`config.mk`:
```
export PLATFORM = sky130hd
export DESIGN_NAME = iguana_hyper_init_seq
export DESIGN_NICKNAME = d
export VERILOG_FILES = /design/src/rtl/iguana_hyper_init_seq.sv
export SDC_FILE = /design/constraint.sdc
export NUM_CORES = 1
export LEC_CHECK = 0
export ABC_AREA = 1
export BUFFER_PORTS_ARGS = -buffer_cell sky130_fd_sc_hd__buf_2
export CAP_MARGIN = 20
export CORE_AREA = 4 4 95 97
export CTS_CLUSTER_SIZE = 30
export DETAILED_ROUTE_END_ITERATION = 6
export DIE_AREA = 0 0 99 101
export PLACE_DENSITY_LB_ADDON = 0.3
export SYNTH_ARGS = -nofsm -noshare
export SYNTH_HDL_FRONTEND = slang
export SYNTH_SLANG_ARGS = --single-unit
```
`constraint.sdc`:
```
create_clock -name clk_i -period 2.95 [get_ports clk_i]
set_input_delay 0.295 -clock clk_i [delete_from_list [all_inputs] [get_ports clk_i]]
set_output_delay 0.295 -clock clk_i [all_outputs]
set_load 0.02 [all_outputs]
```
`src/rtl/iguana_hyper_init_seq.sv`:
```
// iguana_hyper_init_seq: boot-time configuration sequencer for the HyperBus
// config register window. After reset it writes a table of registers through
// the master port, with settle gaps and bounded retries. It then becomes a
// transparent pass-through between the Cheshire reg-out port and the slave.
//
// Optional feature macro: IGUANA_HYPER_INIT_VERIFY_EN. When defined, every
// successful write is read back from the same address and compared with the
// table data. A failed read-back counts as an error for that entry.
//
// Handshake: a master holds valid and every request field stable until the
// cycle in which ready = 1. The transfer completes in that cycle, and error
// and rdata are sampled in that same cycle.

package iguana_hyper_init_pkg;
  typedef struct packed {
    logic [47:0] addr;
    logic        write;
    logic [31:0] wdata;
    logic [3:0]  wstrb;
    logic        valid;
  } reg_req_t;

  typedef struct packed {
    logic [31:0] rdata;
    logic        error;
    logic        ready;
  } reg_rsp_t;
endpackage

module iguana_hyper_init_seq #(
  parameter type         reg_req_t            = iguana_hyper_init_pkg::reg_req_t,
  parameter type         reg_rsp_t            = iguana_hyper_init_pkg::reg_rsp_t,
  parameter int unsigned NumWrites            = 4,
  parameter logic [47:0] InitAddr [NumWrites] = '{48'h1_0000_0000, 48'h1_0000_0004,
                                                  48'h1_0000_0008, 48'h1_0000_000C},
  parameter logic [31:0] InitData [NumWrites] = '{32'h1, 32'h6, 32'h0, 32'h3},
  parameter int unsigned GapCycles            = 8,
  parameter int unsigned MaxRetries           = 3
) (
  input  logic       clk_i,
  input  logic       rst_i,
  input  reg_req_t   slv_req_i,
  output reg_rsp_t   slv_rsp_o,
  output reg_req_t   mst_req_o,
  input  reg_rsp_t   mst_rsp_i,
  output logic       done_o,
  output logic       err_o,
  output logic [3:0] err_idx_o,
  output logic [2:0] dbg_state_o
);

  localparam int unsigned IdxW   = (NumWrites > 1) ? $clog2(NumWrites) : 1;
  localparam int unsigned RetryW = (MaxRetries > 0) ? $clog2(MaxRetries + 1) : 1;

  typedef enum logic [2:0] {
    ST_INIT   = 3'd0,
    ST_ISSUE  = 3'd1,
    ST_GAP    = 3'd2,
    ST_PASS   = 3'd3,
`ifdef IGUANA_HYPER_INIT_VERIFY_EN
    ST_VERIFY = 3'd5,
`endif
    ST_FAIL   = 3'd4
  } state_e;

  // After each attempt the sequencer waits in GAP, or goes straight back to
  // ISSUE when no gap is configured.
  localparam state_e StAfterAttempt = (GapCycles == 0) ? ST_ISSUE : ST_GAP;

  state_e            state_q, state_d;
  logic [IdxW-1:0]   idx_q, idx_d;
  logic [RetryW-1:0] retry_q, retry_d;
  logic [7:0]        gap_q, gap_d;
  logic [3:0]        err_idx_q, err_idx_d;
  logic              entry_ok;
  logic              entry_err;

  // State and bookkeeping registers; reset restarts the table from entry 0.
  always_ff @(posedge clk_i) begin
    if (rst_i) begin
      state_q   <= ST_INIT;
      idx_q     <= '0;
      retry_q   <= '0;
      gap_q     <= '0;
      err_idx_q <= '0;
    end else begin
      state_q   <= state_d;
      idx_q     <= idx_d;
      retry_q   <= retry_d;
      gap_q     <= gap_d;
      err_idx_q <= err_idx_d;
    end
  end

  // Next-state logic, request/response muxing and entry outcome resolution.
  always_comb begin
    state_d   = state_q;
    idx_d     = idx_q;
    retry_d   = retry_q;
    gap_d     = gap_q;
    err_idx_d = err_idx_q;
    entry_ok  = 1'b0;
    entry_err = 1'b0;
    mst_req_o = '0;
    slv_rsp_o = '0;

    case (state_q)
      ST_INIT: begin
        state_d = ST_ISSUE;
      end

      ST_ISSUE: begin
        mst_req_o.addr  = InitAddr[idx_q];
        mst_req_o.write = 1'b1;
        mst_req_o.wdata = InitData[idx_q];
        mst_req_o.wstrb = 4'hF;
        mst_req_o.valid = 1'b1;
        if (mst_rsp_i.ready) begin
          if (mst_rsp_i.error) begin
            entry_err = 1'b1;
          end else begin
`ifdef IGUANA_HYPER_INIT_VERIFY_EN
            state_d = ST_VERIFY;
`else
            entry_ok = 1'b1;
`endif
          end
        end
      end

`ifdef IGUANA_HYPER_INIT_VERIFY_EN
      ST_VERIFY: begin
        // Read back the address just written; write/wdata/wstrb stay zero.
        mst_req_o.addr  = InitAddr[idx_q];
        mst_req_o.valid = 1'b1;
        if (mst_rsp_i.ready) begin
          if (mst_rsp_i.error || (mst_rsp_i.rdata != InitData[idx_q])) begin
            entry_err = 1'b1;
          end else begin
            entry_ok = 1'b1;
          end
        end
      end
`endif

      ST_GAP: begin
        if ((32'(gap_q) + 32'd1) >= GapCycles) begin
          state_d = ST_ISSUE;
        end else begin
          gap_d = gap_q + 8'd1;
        end
      end

      ST_PASS, ST_FAIL: begin
        // Pass-through stays open after a failure so software can diagnose.
        mst_req_o = slv_req_i;
        slv_rsp_o = mst_rsp_i;
      end

      default: begin
        state_d = ST_INIT;
      end
    endcase

    // Shared outcome handling for the write (and optional read-back).
    if (entry_ok) begin
      retry_d = '0;
      if (idx_q == IdxW'(NumWrites - 1)) begin
        state_d = ST_PASS;
      end else begin
        idx_d   = idx_q + IdxW'(1);
        gap_d   = '0;
        state_d = StAfterAttempt;
      end
    end else if (entry_err) begin
      if (32'(retry_q) < MaxRetries) begin
        retry_d = retry_q + RetryW'(1);
        gap_d   = '0;
        state_d = StAfterAttempt;
      end else begin
        err_idx_d = 4'(idx_q);
        state_d   = ST_FAIL;
      end
    end
  end

  // Status outputs follow the terminal states directly.
  always_comb begin
    done_o      = (state_q == ST_PASS) || (state_q == ST_FAIL);
    err_o       = (state_q == ST_FAIL);
    err_idx_o   = err_idx_q;
    dbg_state_o = state_q;
  end

endmodule

```
==> metrics <==
Post-synth top flop=dfxtp_1; Synth Register Bits=17; hold crit path type=in2reg; Syn Inst Count=between 300 and 400; unrepaired setup endpoints after global routing=false; worst slew pin tran=between 0.6 and 0.7 ns; clock sink count=17; die width=99 um; clk_skew=between 0.004 and 0.005 ns; Ys Warns=0; commonest cells in the netlist=inv_1, nor2_1, nand2_1, dfxtp_1, nand3_1; initial drt markers=92; HPWL Detailed=~7300 um; first-pass GRT wire length=11900 um; fill count=around 900; Synth-to-Final Area Change=67.9%; vias per cell=~4.0; P_leak=roughly 2.5 nW; VDD IR max=approximately 0.18 mV; Worst R2R Path Depth=9; GRT Resource Usage Total=between 10% and 20%; placed cells=~740; gr ovfl total=0; Data required, critical path=~2.7 ns; routability cong.=0.828; clock-pin slew on the worst setup and hold paths=0.07 ns; per-cell routed wire length=11.4 um; post-CTS sizing=0; Final Hold Vio Count=0; PwrDens=between 200 and 300 nW/um2; clk buf depth=2; Hold Crit Start=rst_i; share of the synthesized area in the top cell type=roughly a quarter; Cell variety after synth=31; Design Power=0.000902 W; Slew HR=roughly three fifths; largest net degree at the start of global routing=84; post-route ant nets=0; DR vias=2933; final-report max-slew violation count=0; reg-to-reg endpoint=dbg_state_o[0]; synthesized area=approximately 2000 um2; register area=340 um2; CTS tree=yes; total core area=roughly 8100 um2; Synth Area per Inst=5.05 um2; number of flops mapped to enable cells by yosys=0; worst skew pair latency=0.26 ns; # hold bufs at CTS=0; total wire length=8430 um; minimum clock period=2.61 ns; Tcrit/Tclk final=between 80% and 90%; DRC=0; die area=10000 um2; share of cells above drive strength 1=around 44%; TNS Setup=0 ns; result of the run=finished clean; area leader, netlist=inv_1; r2r setup slk=approximately 1.2 ns; nets@finish=roughly 760; Setup CP Type=reg2out; row cnt=33; crit end category=primary output; starting density of the core=24.7%; Crit Path Max Fanout=83; clk root buf=clkbuf_8; async set-reset flop share out of synthesis=0%; # Post-CTS Setup Buffers=0; leading post-synthesis cells by cell area=inv_1, nor2_1, dfxtp_1, nand2_1, nand3_1; Die Height=just over 100 um; worst endpoint data arrival time=~2.3 ns; hold depth=2; H-Tree Level Count=1; area of the multi-input gates=approximately 1100 um2; initial antenna violation count=1; CTS buffer count=3; # port buffers=approximately 250; TritonRoute pass-1 iters=4; Hold Slack=around 0.41 ns; fmax=between 300 and 400 MHz; final setup fails=0; Max-Cap Viols=0; Hold EP=dbg_state_o[1]; sequential fraction of the synthesis area=between 10% and 20%; vias in the first global route=approximately 2500; I/O pin count=251; Critical Path Source Type=flop; most frequent cell after synthesis=inv_1; Final Non-Filler Cells=740
[routing by layer]
layer | GRT usage [%] | wire, um | up-vias
li1 | - | - | 1578
met1 | 17.0 | 3190 | 1206
met2 | 26.6 | 4440 | 139
met3 | 2.98 | 688 | 10
met4 | 3.99 | 117 | 0
met5 | 0 | 0 | -
[critical path, stage by stage, from the launching register on]
cell and delay [ns]:
dfxtp_1 0.43, inv_1 0.08, nand3_1 0.12, nand2_1 0.31, inv_2 0.46, buf_12 0.34, nor2_1 0.10, buf_2 0.18
[worst max path at each step]
stage / slack [ns] / cells after the start / from / endpoint
finish: 0.34 / 7 / dbg_state_o[0] / mst_req_o[42]
global route: 0.12 / 7 / dbg_state_o[0] / mst_req_o[42]
CTS: 0.34 / 7 / dbg_state_o[0] / slv_rsp_o[16]
detailed placement: 0.62 / 7 / dbg_state_o[0] / slv_rsp_o[16]
global placement: 0.68 / 7 / dbg_state_o[0] / mst_req_o[42]
floorplan: 1.12 / 5 / dbg_state_o[2] / mst_req_o[5]
[kinds of logic (layout without fill, tap and decap cells)]
logic type               after synthesis  after routing  synth area share [%]
AND/OR/NAND/NOR                      198            198                  43.1
buffers and inverters                150            386                  29.1
AO/OA/AOI/OAI                         25             25                  7.11
flip-flops                            17             17                  17.0
adder cells (fa/ha/maj)                5              5                  3.12
other                                  1              3                 0.187
XOR/XNOR                               1              1                 0.437
[cell type report]
type	count	share of cell area [%]
Antenna cell	1	0.0743
Tap cell	105	3.90
Timing Repair Buffer	249	37.5
Inverter	133	14.9
Sequential cell	17	10.1
Multi-Input combinational cell	231	32.3
Clock buffer	4	1.34
[placed cells by master (no fill, tap or decap), drive strengths merged]
master and count:
nand4 2, buf 249, o21ai 11, nor3 6, conb 2, clkbuf 4, nand3 19, diode 1
a21boi 1, or2 3, clkinv 1, xor2 1, nand2 50, a22o 1, dfxtp 17, ha 5
inv 132, a21oi 12, nor2 118
[through the flow]
stage | cell area [um2] | util, % | worst slack (ns)
after global routing | 3370 | 41.4 | 0.121
after CTS | 3360 | 41.4 | 0.336
final | 3370 | 41.4 | 0.343
after global placement | 3320 | 40.8 | 0.682
after detailed placement | 3320 | 40.8 | 0.622
after floorplan | 2010 | - | 1.12
[power by group]
part | internal, W | leakage [nW] | total (W) | switching [W]
combinational | 0.000172 | 2.38 | 0.000465 | 0.000293
sequential | 0.000242 | 0.138 | 0.000259 | 0.0000162
clock | 0.0000960 | 0.0228 | 0.000178 | 0.0000819
total | 0.000511 | 2.54 | 0.000902 | 0.000391
No activity file was read; power rests on OpenSTA's default activity.
